### config.mk
export PLATFORM = sky130hd
export DESIGN_NAME = mem_bus_arbiter_flat
export DESIGN_NICKNAME = d
export VERILOG_FILES = /design/src/rtl/mem_bus_arbiter_if.sv /design/src/rtl/mem_bus_arbiter.sv /design/src/flat_wrapper.sv
export SDC_FILE = /design/constraint.sdc
export NUM_CORES = 1
export LEC_CHECK = 0
export BUFFER_PORTS_ARGS = -buffer_cell sky130_fd_sc_hd__buf_2
export CELL_PAD_IN_SITES_DETAIL_PLACEMENT = 1
export CELL_PAD_IN_SITES_GLOBAL_PLACEMENT = 2
export CORE_UTILIZATION = 30
export CTS_CLUSTER_DIAMETER = 100
export DETAILED_ROUTE_END_ITERATION = 7
export GPL_ROUTABILITY_DRIVEN = 1
export GPL_TIMING_DRIVEN = 1
export HOLD_SLACK_MARGIN = 0.1
export PLACE_DENSITY_LB_ADDON = 0.1
export SLEW_MARGIN = 40
export SYNTH_ARGS = -nofsm -noshare
export SYNTH_HDL_FRONTEND = slang
export SYNTH_SLANG_ARGS = --single-unit
### constraint.sdc
create_clock -name clk -period 7.89 [get_ports clk]
set_clock_uncertainty 0.2 [all_clocks]
set_input_delay 0.3945 -clock clk [delete_from_list [all_inputs] [get_ports clk]]
set_output_delay 0.3945 -clock clk [all_outputs]
set_load 0.05 [all_outputs]
### src/rtl/mem_bus_arbiter_if.sv
// Bus bundle between the CPU/DMA requesters, the arbiter and the data-memory port.
// The arbiter attaches through the slave modport; requester-side logic uses master.
`timescale 1ns/1ps
interface mem_bus_arbiter_if;
  logic        cpu_req;
  logic        cpu_we;
  logic [31:0] cpu_addr;
  logic        cpu_ack;
  logic        cpu_err;
  logic        dma_req;
  logic        dma_we;
  logic [31:0] dma_addr;
  logic        dma_ack;
  logic        dma_err;
  logic        mem_cs;
  logic        mem_we;
  logic [9:0]  mem_addr;
  logic        owner;
  logic        busy;

  modport slave (
    input  cpu_req, cpu_we, cpu_addr, dma_req, dma_we, dma_addr,
    output cpu_ack, cpu_err, dma_ack, dma_err,
    output mem_cs, mem_we, mem_addr, owner, busy
  );

  modport master (
    output cpu_req, cpu_we, cpu_addr, dma_req, dma_we, dma_addr,
    input  cpu_ack, cpu_err, dma_ack, dma_err,
    input  mem_cs, mem_we, mem_addr, owner, busy
  );
endinterface

### src/rtl/mem_bus_arbiter.sv
// Round-robin arbiter granting a CPU and a DMA requester access to a windowed
// data memory; out-of-window requests are answered with a one-cycle error pulse.
`timescale 1ns/1ps
module mem_bus_arbiter #(
  parameter logic [31:0] BASE_ADDR     = 32'h0000_22B0,
  parameter int unsigned WIN_SIZE      = 1024,
  parameter int unsigned ACCESS_CYCLES = 2
) (
  input logic              clk,
  input logic              rst,
  mem_bus_arbiter_if.slave bus
);

  typedef enum logic [1:0] {IDLE, ACCESS, DONE, ERR} state_t;

  localparam logic [3:0] CNT_LOAD = 4'(ACCESS_CYCLES - 1);
  localparam logic       OWN_CPU  = 1'b0;
  localparam logic       OWN_DMA  = 1'b1;

  state_t      state_reg, state_next;
  logic        last_owner_reg, last_owner_next;
  logic [3:0]  cnt_reg, cnt_next;
  logic        owner_reg, owner_next;
  logic        busy_reg, busy_next;
  logic        mem_cs_reg, mem_cs_next;
  logic        mem_we_reg, mem_we_next;
  logic [9:0]  mem_addr_reg, mem_addr_next;
  logic        cpu_ack_reg, cpu_ack_next;
  logic        cpu_err_reg, cpu_err_next;
  logic        dma_ack_reg, dma_ack_next;
  logic        dma_err_reg, dma_err_next;

  logic        grant_valid;
  logic        grant_sel;
  logic        sel_we;
  logic [31:0] sel_addr;
  logic [32:0] sel_offset;
  logic        sel_in_win;

  // Addresses below BASE_ADDR borrow into bit 32, so one unsigned compare
  // rejects both sides of the window without wrap-around.
  always_comb begin
    grant_valid = bus.cpu_req | bus.dma_req;
    if (bus.cpu_req && bus.dma_req) begin
      grant_sel = ~last_owner_reg;
    end else begin
      grant_sel = bus.dma_req;
    end
    sel_addr   = grant_sel ? bus.dma_addr : bus.cpu_addr;
    sel_we     = grant_sel ? bus.dma_we   : bus.cpu_we;
    sel_offset = {1'b0, sel_addr} - {1'b0, BASE_ADDR};
    sel_in_win = (sel_offset < 33'(WIN_SIZE));
  end

  always_comb begin
    state_next      = state_reg;
    last_owner_next = last_owner_reg;
    cnt_next        = cnt_reg;
    owner_next      = owner_reg;
    mem_cs_next     = 1'b0;
    mem_we_next     = 1'b0;
    mem_addr_next   = mem_addr_reg;
    cpu_ack_next    = 1'b0;
    cpu_err_next    = 1'b0;
    dma_ack_next    = 1'b0;
    dma_err_next    = 1'b0;

    case (state_reg)
      IDLE: begin
        if (grant_valid) begin
          owner_next      = grant_sel;
          last_owner_next = grant_sel;
          if (sel_in_win) begin
            state_next    = ACCESS;
            cnt_next      = CNT_LOAD;
            mem_cs_next   = 1'b1;
            mem_we_next   = sel_we;
            mem_addr_next = sel_offset[9:0];
          end else begin
            state_next   = ERR;
            cpu_err_next = (grant_sel == OWN_CPU);
            dma_err_next = (grant_sel == OWN_DMA);
          end
        end
      end
      ACCESS: begin
        if (cnt_reg == 4'd0) begin
          state_next   = DONE;
          cpu_ack_next = (owner_reg == OWN_CPU);
          dma_ack_next = (owner_reg == OWN_DMA);
        end else begin
          cnt_next    = cnt_reg - 4'd1;
          mem_cs_next = 1'b1;
          mem_we_next = mem_we_reg;
        end
      end
      DONE:    state_next = IDLE;
      ERR:     state_next = IDLE;
      default: state_next = IDLE;
    endcase

    busy_next = (state_next != IDLE);
  end

  // last_owner resets to DMA so the CPU wins the first tie.
  always_ff @(posedge clk or negedge rst) begin
    if (!rst) begin
      state_reg      <= IDLE;
      last_owner_reg <= OWN_DMA;
      cnt_reg        <= 4'd0;
      owner_reg      <= OWN_CPU;
      busy_reg       <= 1'b0;
      mem_cs_reg     <= 1'b0;
      mem_we_reg     <= 1'b0;
      mem_addr_reg   <= 10'd0;
      cpu_ack_reg    <= 1'b0;
      cpu_err_reg    <= 1'b0;
      dma_ack_reg    <= 1'b0;
      dma_err_reg    <= 1'b0;
    end else begin
      state_reg      <= state_next;
      last_owner_reg <= last_owner_next;
      cnt_reg        <= cnt_next;
      owner_reg      <= owner_next;
      busy_reg       <= busy_next;
      mem_cs_reg     <= mem_cs_next;
      mem_we_reg     <= mem_we_next;
      mem_addr_reg   <= mem_addr_next;
      cpu_ack_reg    <= cpu_ack_next;
      cpu_err_reg    <= cpu_err_next;
      dma_ack_reg    <= dma_ack_next;
      dma_err_reg    <= dma_err_next;
    end
  end

  assign bus.mem_cs   = mem_cs_reg;
  assign bus.mem_we   = mem_we_reg;
  assign bus.mem_addr = mem_addr_reg;
  assign bus.owner    = owner_reg;
  assign bus.busy     = busy_reg;
  assign bus.cpu_ack  = cpu_ack_reg;
  assign bus.cpu_err  = cpu_err_reg;
  assign bus.dma_ack  = dma_ack_reg;
  assign bus.dma_err  = dma_err_reg;

endmodule

### src/flat_wrapper.sv
// flat-port wrapper written by rule: the top's interface ports become plain ports
module mem_bus_arbiter_flat 
#(
  parameter logic [31:0] BASE_ADDR     = 32'h0000_22B0,
  parameter int unsigned WIN_SIZE      = 1024,
  parameter int unsigned ACCESS_CYCLES = 2
)
  (clk, rst, bus_cpu_req, bus_cpu_we, bus_cpu_addr, bus_dma_req, bus_dma_we, bus_dma_addr, bus_cpu_ack, bus_cpu_err, bus_dma_ack, bus_dma_err, bus_mem_cs, bus_mem_we, bus_mem_addr, bus_owner, bus_busy);
  mem_bus_arbiter_if bus_i ();
  input logic clk;
  input logic rst;
  input wire logic [$bits(bus_i.cpu_req)-1:0] bus_cpu_req;
  input wire logic [$bits(bus_i.cpu_we)-1:0] bus_cpu_we;
  input wire logic [$bits(bus_i.cpu_addr)-1:0] bus_cpu_addr;
  input wire logic [$bits(bus_i.dma_req)-1:0] bus_dma_req;
  input wire logic [$bits(bus_i.dma_we)-1:0] bus_dma_we;
  input wire logic [$bits(bus_i.dma_addr)-1:0] bus_dma_addr;
  output wire logic [$bits(bus_i.cpu_ack)-1:0] bus_cpu_ack;
  output wire logic [$bits(bus_i.cpu_err)-1:0] bus_cpu_err;
  output wire logic [$bits(bus_i.dma_ack)-1:0] bus_dma_ack;
  output wire logic [$bits(bus_i.dma_err)-1:0] bus_dma_err;
  output wire logic [$bits(bus_i.mem_cs)-1:0] bus_mem_cs;
  output wire logic [$bits(bus_i.mem_we)-1:0] bus_mem_we;
  output wire logic [$bits(bus_i.mem_addr)-1:0] bus_mem_addr;
  output wire logic [$bits(bus_i.owner)-1:0] bus_owner;
  output wire logic [$bits(bus_i.busy)-1:0] bus_busy;
  assign bus_i.cpu_req = bus_cpu_req;
  assign bus_i.cpu_we = bus_cpu_we;
  assign bus_i.cpu_addr = bus_cpu_addr;
  assign bus_i.dma_req = bus_dma_req;
  assign bus_i.dma_we = bus_dma_we;
  assign bus_i.dma_addr = bus_dma_addr;
  assign bus_cpu_ack = bus_i.cpu_ack;
  assign bus_cpu_err = bus_i.cpu_err;
  assign bus_dma_ack = bus_i.dma_ack;
  assign bus_dma_err = bus_i.dma_err;
  assign bus_mem_cs = bus_i.mem_cs;
  assign bus_mem_we = bus_i.mem_we;
  assign bus_mem_addr = bus_i.mem_addr;
  assign bus_owner = bus_i.owner;
  assign bus_busy = bus_i.busy;
  mem_bus_arbiter #(.BASE_ADDR(BASE_ADDR), .WIN_SIZE(WIN_SIZE), .ACCESS_CYCLES(ACCESS_CYCLES)) u_core (.clk(clk), .rst(rst), .bus(bus_i));
endmodule
==> results of run 1 <==
==> final timing paths <==
check | slack [ps] | depth (start not counted) | from | to
max | 3740 | 12 | u_core.last_owner_reg | u_core.bus.mem_addr[1]
min | 170 | 2 | bus_cpu_req | u_core.last_owner_reg
max reg2reg | 3740 | 12 | u_core.last_owner_reg | u_core.bus.mem_addr[1]
min reg2reg | 310 | 1 | u_core.bus.mem_addr[0] | u_core.bus.mem_addr[0]
max in group asynchronous | 6660 | 2 | rst | u_core.last_owner_reg
min in group asynchronous | 450 | 2 | rst | u_core.bus.owner
==> worst max-delay path: stages, from the launching register on <==
cell and delay (ps):
dfstp_2 590, a21bo_2 650, nand2_1 130, nand2_1 140, ha_1 210, nor2_1 60, mux2_2 290, o21a_1 210
or3_1 360, a211oi_2 220, nand4_2 190, nor2_4 410, mux2_2 380
==> per-layer routing <==
metal | GRT usage | up-vias | part of all wire | routed length, µm
met5 | 0 | - | 0 | 0
met4 | 0.00894 | 0 | 0 | 0
met3 | 0.0284 | 0 | 0.038 | 251
met2 | 0.300 | 50 | 0.47 | 3070
met1 | 0.254 | 1049 | 0.49 | 3210
li1 | - | 1091 | - | -
==> cells in the mapped netlist (3+ instances only) <==
master	n	area, µm²
a21oi_1	10	50.1
and3_1	3	18.8
buf_6	3	33.8
dfrtp_1	24	601
ha_1	3	37.5
inv_1	4	15.0
mux2_2	7	78.8
mux2_4	8	120
mux2i_1	18	180
nand2_1	43	161
nand2b_1	4	25.0
nand3_1	7	35.0
nand3b_1	4	30.0
nor2_1	15	56.3
nor3_1	12	60.1
nor4_1	6	37.5
o211ai_1	5	37.5
o21a_1	3	22.5
o21ai_0	9	45.0
or2_2	3	18.8
or3_1	4	25.0
or4_1	3	22.5
xnor2_1	3	26.3
xor2_1	5	43.8
==> logic make-up after synthesis <==
logic type / synth area share
buf+inv: 0.0394
compound gates: 0.175
simple gates: 0.272
xor+xnor: 0.0320
flops: 0.286
fa+ha+maj: 0.0171
mux: 0.178
==> placed cells by master (no fill, tap or decap), drive strengths merged, types with 3 or more instances in the layout <==
cell type,instances
xor2,5
buf,88
nor3b,3
and3,3
mux2i,18
nand2,43
or3,4
nor2,16
or2,3
o21a,3
nand2b,4
inv,4
o211ai,5
o311ai,3
o21ai,9
or4,3
nor4,8
xnor2,3
nor3,12
dfrtp,24
clkbuf,3
a21oi,10
nand3,7
ha,3
mux2,16
nand3b,4
==> layout make-up <==
cell class | instances | area (µm²) | share of cell area
Inverter | 4 | 15.0 | 0.00546
Sequential cell | 25 | 627 | 0.228
Clock buffer | 3 | 41.3 | 0.0150
Clock inverter | 1 | 7.51 | 0.00273
Multi-Input combinational cell | 211 | 1490 | 0.540
Timing Repair Buffer | 89 | 453 | 0.165
Tap cell | 96 | 120 | 0.0437
==> power breakdown <==
| group | leakage [nW] | total [mW] | switching (mW) | internal, mW |
|---|---|---|---|---|
| combinational | 0.988 | 0.262 | 0.172 | 0.0900 |
| sequential | 0.335 | 0.170 | 0.0141 | 0.156 |
| clock | 0.0217 | 0.0773 | 0.0415 | 0.0357 |
| total | 1.35 | 0.509 | 0.228 | 0.282 |
==> timing repair <==
action,4_1_cts,5_1_grt
hold buffers,1,0
hold endpoints to repair,24,0
endpoints found under the setup margin,0,0
==> through the flow <==
stage          cells  utilization  hold slack [ps]  cell area (µm²)  total power [mW]
5_1_grt          429        0.398              175             2750             0.550
3_3_place_gp     424        0.389              214             2690             0.435
6_report         429        0.398              166             2750             0.509
4_1_cts          429        0.398              167             2750             0.516
2_1_floorplan    248            -             -101             2190             0.359
3_5_place_dp     424        0.389              220             2690             0.438
==> results.py, run 1 <==
metrics = {
    "status": {
        "status": "finished, final reports clean",
    },
    "floorplanning": {
        "die_w_um": 87.5,
        "pin_count": 88,
        "dieArea_mm2": 0.00765,
        "fp.coreArea_mm2": 0.00691,
        "start_util": 0.317,
        "die_y_um": 87.5,
        "rows": 30,
    },
    "sta": {
        "finalCritPeriodShare": 0.526,
        "fin_crit_ps": 4150,
        "tns_ps": 0,
        "drv_slew": 0,
        "tightestPinTransition_ps": 762,
        "hold_viol": 0,
        "rsz0062_at_grt": "no",
        "fmaxAchievable_mhz": 241,
        "setup_ws_ps": 3740,
        "setup_viol": 0,
        "maxSlewHeadroom": 0.492,
    },
    "routing": {
        "via_per_inst": 5.10,
        "vias": 2190,
        "routed_wl_um": 6540,
        "drc": 0,
        "wire_per_inst_um": 15.2,
        "ant_nets": 0,
        "drt_iter0_drc": 68,
        "drt_first_pass_iters": 6,
    },
    "synth": {
        "synthArstFlopShare": 1.00,
        "synth_flop_cell": "dfrtp_1",
        "synth_cell_types": 57,
        "ys_ff_latch": 25,
        "syn_area_mm2": 0.00219,
        "synthCells": 248,
        "syn-num-nets": 321,
        "ys_warn_count": 0,
        "synth-edff-count": 0,
        "synth-seq-area-share": 0.286,
        "syn_area_per_cell_um2": 8.83,
    },
    "finish": {
        "diodes": 0,
        "syn2layout_area_growth_pct": 25.5,
        "nNetsFinal": 407,
        "largest_reg_flops": 10,
        "drive_gt1_frac": 0.366,
        "fill_cells": 911,
    },
    "grt": {
        "grt.total_usage": 0.179,
        "gr-total-overflow": 0,
        "grt_pass1_vias": 2161,
        "grt_max_degree": 40,
        "antenna_found_initial": 0,
        "grt_pass1_wl_um": 10900,
    },
    "hold_path": {
        "holdCritPathClass": "in -> reg",
    },
    "worst_setup_path": {
        "crit_path_max_fanout": 32,
        "cp.required_ps": 7850,
        "crit_arrival_ps": 4110,
        "crit_path_end_kind": "flip-flop",
        "crit_type": "reg -> reg",
        "cp-start-kind": "flip-flop",
    },
    "clock_tree": {
        "cts_tree": "done",
        "cts_root_buffer": "clkbuf_8",
        "clock_sinks": 25,
        "cts.htree.levels": 1,
        "clk_latency_ps": 270,
        "cts_setup_buffers": 0,
        "cts_buffers": 3,
        "cts.clk_slew.worst_paths_ps": 90,
        "cts-resized-gates": 0,
        "cts_buffer_depth": 2,
    },
    "power": {
        "max-vdd-ir-drop_mv": 0.0841,
        "power.leakage_nw": 1.35,
        "powerDensity_mw_per_mm2": 185,
    },
    "placement": {
        "hpwlAfterDp_um": 5310,
        "pre_cts_slack_ps": 3720,
        "place_congestion": 0.816,
        "io_buffers": 87,
    },
    "flow_run": {
        "maxCapViolations": 0,
    },
}
(Power assumes the default switching activity.)
==> run 2: changes to the inputs <==
--- a/config.mk
+++ b/config.mk
@@ -8,7 +8,7 @@
 export BUFFER_PORTS_ARGS = -buffer_cell sky130_fd_sc_hd__buf_2
 export CELL_PAD_IN_SITES_DETAIL_PLACEMENT = 1
 export CELL_PAD_IN_SITES_GLOBAL_PLACEMENT = 2
-export CORE_UTILIZATION = 30
+export CORE_UTILIZATION = 28
 export CTS_CLUSTER_DIAMETER = 100
 export DETAILED_ROUTE_END_ITERATION = 7
 export GPL_ROUTABILITY_DRIVEN = 1
==> constraint.sdc (replaced) <==
create_clock -name clk -period 3.9 [get_ports clk]
set_clock_uncertainty 0.2 [all_clocks]
set_input_delay 0.195 -clock clk [delete_from_list [all_inputs] [get_ports clk]]
set_output_delay 0.195 -clock clk [all_outputs]
set_load 0.05 [all_outputs]
==> run 2 against run 1 <==
  * First-iteration DRC count rose by 21%
  * Total power rose by 110%
  * Sequential power rose by 100%
  * Count of clock-buffer cells in the layout did not move
  * Core utilization fell by 0.45 points
  * Via count rose by 3.2%
  * Critical path type is now in -> reg
  * Critical endpoint unchanged
  * Largest power group unchanged
  * Highest routed layer is now met4
==> results.py, run 2 (synthesis results as in run 1) <==
metrics = {
    "hold_path": {
        "min_to": "u_core.bus.busy",
        "holdCritPathClass": "in -> reg",
        "hp-start": "bus_dma_req",
        "whs_path_depth": 3,
    },
    "routing": {
        "via_per_inst": 5.03,
        "ant_nets": 0,
        "routed_wl_um": 7030,
        "drc": 0,
        "vias": 2259,
        "wire_per_inst_um": 15.7,
        "drt_iter0_drc": 82,
        "drt_first_pass_iters": 5,
    },
    "clock_tree": {
        "cts-resized-gates": 0,
        "cts.htree.levels": 1,
        "cts_root_buffer": "clkbuf_8",
        "clk_latency_ps": 270,
        "cts_buffer_depth": 2,
        "cts_buffers": 3,
        "clock_sinks": 25,
        "cts.clk_slew.worst_paths_ps": 100,
        "cts_tree": "done",
    },
    "worst_setup_path": {
        "crit_slowest_cell": "dlygate4sd3_1",
        "path_delay_family": "multiplexers",
        "path_cells": "dlygate4sd3_1 -> buf_2 -> a21bo_2 -> buf_4 -> mux2i_1 -> a21o_1 -> mux2_4 -> a2111oi_4 -> nand4_2 -> nor2_4 -> mux2_2",
        "reg2reg_from": "u_core.last_owner_reg",
        "cp_num_buf_inv": 3,
        "timing.rr.end": "u_core.bus.mem_addr[1]",
        "rrSetupSlack_ps": 290,
        "cp-start-kind": "input port",
        "cp-startpoint": "bus_cpu_req",
        "crit_path_max_fanout": 22,
        "crit_arrival_ps": 3590,
        "worstRegToRegCells": 9,
        "cp.required_ps": 3850,
        "crit_path_end_kind": "flip-flop",
        "crit_path_max_incr_delay_ps": 530,
        "crit_type": "in -> reg",
    },
    "sta": {
        "fin_crit_ps": 3640,
        "rsz0062_at_grt": "no",
        "finalCritPeriodShare": 0.933,
        "hold_viol": 0,
        "tightestPinTransition_ps": 658,
        "fmaxAchievable_mhz": 275,
        "holdWs_ps": 181,
        "maxSlewHeadroom": 0.554,
        "setup_viol": 0,
        "tns_ps": 0,
        "drv_slew": 0,
    },
    "grt": {
        "grt.total_usage": 0.180,
        "grt_pass1_wl_um": 12000,
        "grt_pass1_vias": 2433,
        "grt_max_degree": 28,
        "antenna_found_initial": 0,
        "gr-total-overflow": 0,
    },
    "floorplanning": {
        "die_w_um": 90.5,
        "pin_count": 88,
        "start_util": 0.296,
        "rows": 31,
        "dieArea_mm2": 0.00818,
        "fp.coreArea_mm2": 0.00741,
        "die_y_um": 90.5,
    },
    "finish": {
        "mostFrequentLayoutCells": "buf_2, nand2_1, dfrtp_1",
        "regArea_um2": 627,
        "largest_reg_flops": 10,
        "fin_util": 0.394,
        "fill_cells": 900,
        "multi_input_area_mm2": 0.00149,
        "drive_gt1_frac": 0.357,
        "nNetsFinal": 424,
        "diodes": 0,
        "syn2layout_area_growth_pct": 33.1,
        "final_common_cell": "buf_2",
        "stdcell_area_mm2": 0.00292,
    },
    "placement": {
        "hpwlAfterDp_um": 5780,
        "placed_cell_area_mm2": 0.00272,
        "io_buffers": 87,
        "place_congestion": 0.795,
    },
    "power": {
        "power.leakage_nw": 1.42,
        "max-vdd-ir-drop_mv": 0.171,
        "powerDensity_mw_per_mm2": 367,
    },
    "status": {
        "status": "finished, final reports clean",
    },
    "flow_run": {
        "maxCapViolations": 0,
    },
}
-- run 2: cell count changes in the layout (fill, tap and decap cells not counted), sizes merged --
cell	delta
dlygate4sd3	+14
buf	+3
-- run 2: metal layers --
layer,track usage,routed length (µm)
met1,0.261,3580
met2,0.295,3200
met3,0.0286,244
met4,0.00941,12
met5,0,0
-- run 2: final cells by class --
cell class / instances / area share
Sequential cell: 25 / 0.215
Clock inverter: 1 / 0.00258
Clock buffer: 3 / 0.0142
Multi-Input combinational cell: 211 / 0.509
Timing Repair Buffer: 106 / 0.211
Inverter: 4 / 0.00515
Tap cell: 99 / 0.0425
-- run 2: how the worst max path moves through the flow --
stage | to | slack, ps | cells after the start
2_1_floorplan | u_core.bus.mem_addr[3] | 20 | 16
3_3_place_gp | u_core.bus.mem_addr[1] | 420 | 9
3_5_place_dp | u_core.bus.mem_addr[1] | 310 | 9
4_1_cts | u_core.bus.mem_addr[1] | 250 | 11
5_1_grt | u_core.bus.mem_addr[0] | 100 | 11
6_report | u_core.bus.mem_addr[1] | 260 | 11
-- run 2: tightest hold or removal path, stage by stage --
cell     delay [ps]
buf_2           120
o21ai_0         200
nand2_1         110
-- run 2: report_power, final --
group / internal (mW) / switching [mW]
clock network: 0.0723 / 0.0853
registers: 0.315 / 0.0295
logic: 0.214 / 0.355
total: 0.602 / 0.470
-- run 2: repair_timing --
action,in CTS,in global routing
endpoints found under the hold margin,32,0
buffers inserted,0,0
hold buffers,15,0
-- run 2: stage by stage --
stage          setup slack, ps  std cells  total power [mW]
6_report                   263        449              1.07
5_1_grt                   99.3        449              1.16
4_1_cts                    253        449              1.09
3_5_place_dp               307        430             0.893
3_3_place_gp               419        430             0.889
2_1_floorplan             19.8        248             0.727
==> run 3: changes to the inputs <==
--- a/config.mk
+++ b/config.mk
@@ -5,15 +5,16 @@
 export SDC_FILE = /design/constraint.sdc
 export NUM_CORES = 1
 export LEC_CHECK = 0
-export BUFFER_PORTS_ARGS = -buffer_cell sky130_fd_sc_hd__buf_2
 export CELL_PAD_IN_SITES_DETAIL_PLACEMENT = 1
 export CELL_PAD_IN_SITES_GLOBAL_PLACEMENT = 2
-export CORE_UTILIZATION = 28
+export CORE_UTILIZATION = 30
 export CTS_CLUSTER_DIAMETER = 100
 export DETAILED_ROUTE_END_ITERATION = 7
+export DONT_BUFFER_PORTS = 1
 export GPL_ROUTABILITY_DRIVEN = 1
 export GPL_TIMING_DRIVEN = 1
 export HOLD_SLACK_MARGIN = 0.1
+export MAX_ROUTING_LAYER = met4
 export PLACE_DENSITY_LB_ADDON = 0.1
 export SLEW_MARGIN = 40
 export SYNTH_ARGS = -nofsm -noshare
==> run 3 against run 2 <==
  * Sequential cell count stayed put
  * Core utilization shrank 2.8 points
  * First-iteration DRC count is 40% lower
  * Combinational power down 30%
  * Register-to-register slack got worse by 20 ps
  * Sequential share of layout area rose by 3.3 points
  * Largest power group is now registers
  * Wire length is 7.9% lower
  * Critical path depth rose by 1
==> results.py, run 3 (synthesis results as in run 1) <==
metrics = {
    "status": {
        "status": "finished, final reports clean",
    },
    "routing": {
        "ant_nets": 0,
        "drc": 0,
        "drt_first_pass_iters": 4,
        "drt_iter0_drc": 49,
        "via_per_inst": 5.33,
        "vias": 1933,
        "routed_wl_um": 6480,
        "wire_per_inst_um": 17.8,
    },
    "worst_setup_path": {
        "path_delay_family": "simple AND/OR/NAND/NOR gates",
        "cp_num_buf_inv": 0,
        "crit_arrival_ps": 3590,
        "crit_slowest_cell": "dfstp_2",
        "cp-start-kind": "flip-flop",
        "path_cells": "a21bo_2 -> nand2_1 -> nand2_1 -> ha_1 -> nor2_1 -> mux2_2 -> o21a_1 -> or3_1 -> a211oi_2 -> nand4_2 -> nor2_4 -> mux2_2",
        "cp.required_ps": 3860,
        "crit_path_max_incr_delay_ps": 590,
        "crit_type": "reg -> reg",
        "crit_path_max_fanout": 13,
        "crit_path_end_kind": "flip-flop",
    },
    "placement": {
        "place_congestion": 0.850,
        "io_buffers": 0,
        "hpwlAfterDp_um": 5290,
        "dp_cells": 341,
    },
    "grt": {
        "gr-total-overflow": 0,
        "grt_pass1_wl_um": 10300,
        "use_met2": 0.287,
        "gr-usage-met1": 0.237,
        "grt_busiest_layer": "met2",
        "antenna_found_initial": 0,
        "grt_max_degree": 26,
        "met3_usage": 0.0455,
        "grt.total_usage": 0.181,
        "grt_pass1_vias": 1974,
    },
    "floorplanning": {
        "start_util": 0.317,
        "rows": 30,
        "pin_count": 88,
        "fp.coreArea_mm2": 0.00691,
        "die_w_um": 87.5,
        "die_y_um": 87.5,
        "dieArea_mm2": 0.00765,
    },
    "clock_tree": {
        "cts_buffers": 3,
        "cts_root_buffer": "clkbuf_8",
        "cts.clk_slew.worst_paths_ps": 90,
        "clock_sinks": 25,
        "cts_tree": "done",
        "clk_latency_ps": 270,
        "cts_setup_buffers": 0,
        "cts_buffer_depth": 2,
        "cts.htree.levels": 1,
    },
    "sta": {
        "fin_crit_ps": 3630,
        "tightestPinTransition_ps": 591,
        "drv_slew": 0,
        "hold_viol": 0,
        "finalCritPeriodShare": 0.931,
        "tns_ps": 0,
        "maxSlewHeadroom": 0.600,
        "setup_viol": 0,
        "fmaxAchievable_mhz": 275,
        "rsz0062_at_grt": "no",
    },
    "hold_path": {
        "holdCritPathClass": "in -> reg",
    },
    "finish": {
        "diodes": 0,
        "nNetsFinal": 341,
        "multi_input_area_mm2": 0.00149,
        "largest_reg_flops": 10,
        "mostFrequentLayoutCells": "nand2_1, dfrtp_1, mux2i_1",
        "fill_cells": 858,
        "regArea_um2": 627,
        "syn2layout_area_growth_pct": 15.2,
        "fin_util": 0.365,
        "final_common_cell": "nand2_1",
        "final_cell_count_no_fill": 363,
        "drive_gt1_frac": 0.150,
    },
    "power": {
        "max-vdd-ir-drop_mv": 0.166,
        "power.leakage_nw": 1.07,
        "powerDensity_mw_per_mm2": 395,
    },
    "flow_run": {
        "maxCapViolations": 0,
    },
}
==> run 3: changes by cell type in the layout (fill, tap and decap cells not counted) <==
cell and change:
buf_12 +1, buf_2 -87, buf_4 +1, dlygate4sd3_1 +2
==> run 3: final cells by class <==
class,instances,area share
Multi-Input combinational cell,211,0.588
Clock inverter,1,0.00297
Clock buffer,3,0.0164
Tap cell,96,0.0476
Sequential cell,25,0.248
Timing Repair Buffer,23,0.0902
Inverter,4,0.00595
==> run 3: worst register-to-register path, delay by kind of cell, from the launching register on <==
kind                     cells  cell delay [ps]
AND/OR/NAND/NOR              6             1210
flip-flops                   1              590
multiplexers                 2              690
AO/OA/AOI/OAI                3              640
adder cells (fa/ha/maj)      1              200
==> run 3: power by group <==
part | switching [mW] | internal [mW] | leakage (nW) | total, mW
combinational | 0.218 | 0.177 | 0.717 | 0.396
sequential | 0.132 | 0.314 | 0.335 | 0.445
clock | 0.0835 | 0.0724 | 0.0217 | 0.156
==> run 3: layer usage <==
metal | routed length [µm] | vias to the layer above
met5 | 0 | -
met4 | 52 | 0
met3 | 367 | 7
met2 | 3040 | 47
met1 | 3010 | 921
li1 | - | 958
==> run 3: worst paths after layout <==
check / from / endpoint / slack, ps / cells past startpoint
worst max-delay path: u_core.last_owner_reg / u_core.bus.mem_addr[1] / 270 / 12
worst min-delay path: bus_dma_addr[5] / u_core.bus.mem_addr[5] / 120 / 4
worst max register to register: u_core.last_owner_reg / u_core.bus.mem_addr[1] / 270 / 12
worst min register to register: u_core.cnt_reg[1] / u_core.cnt_reg[1] / 360 / 2
max in group asynchronous: rst / u_core.last_owner_reg / 3130 / 2
min in group asynchronous: rst / u_core.bus.mem_we / 150 / 2
==> run 3: repair_timing <==
action / in CTS / in global routing
endpoints found under the hold margin: 37 / 0
endpoints found under the setup margin: 0 / 0
hold buffers: 18 / 0
resized for setup: 0 / 0
==> run 3: metrics by stage <==
step	instance area [µm²]	setup WS [ps]	hold WS, ps	total power [mW]
5_1_grt	2520	91.5	147	1.07
6_report	2520	270	124	0.997
3_3_place_gp	2280	391	-300	0.809
2_1_floorplan	2190	19.8	-301	0.727
4_1_cts	2520	259	115	1.01
3_5_place_dp	2280	246	-300	0.810
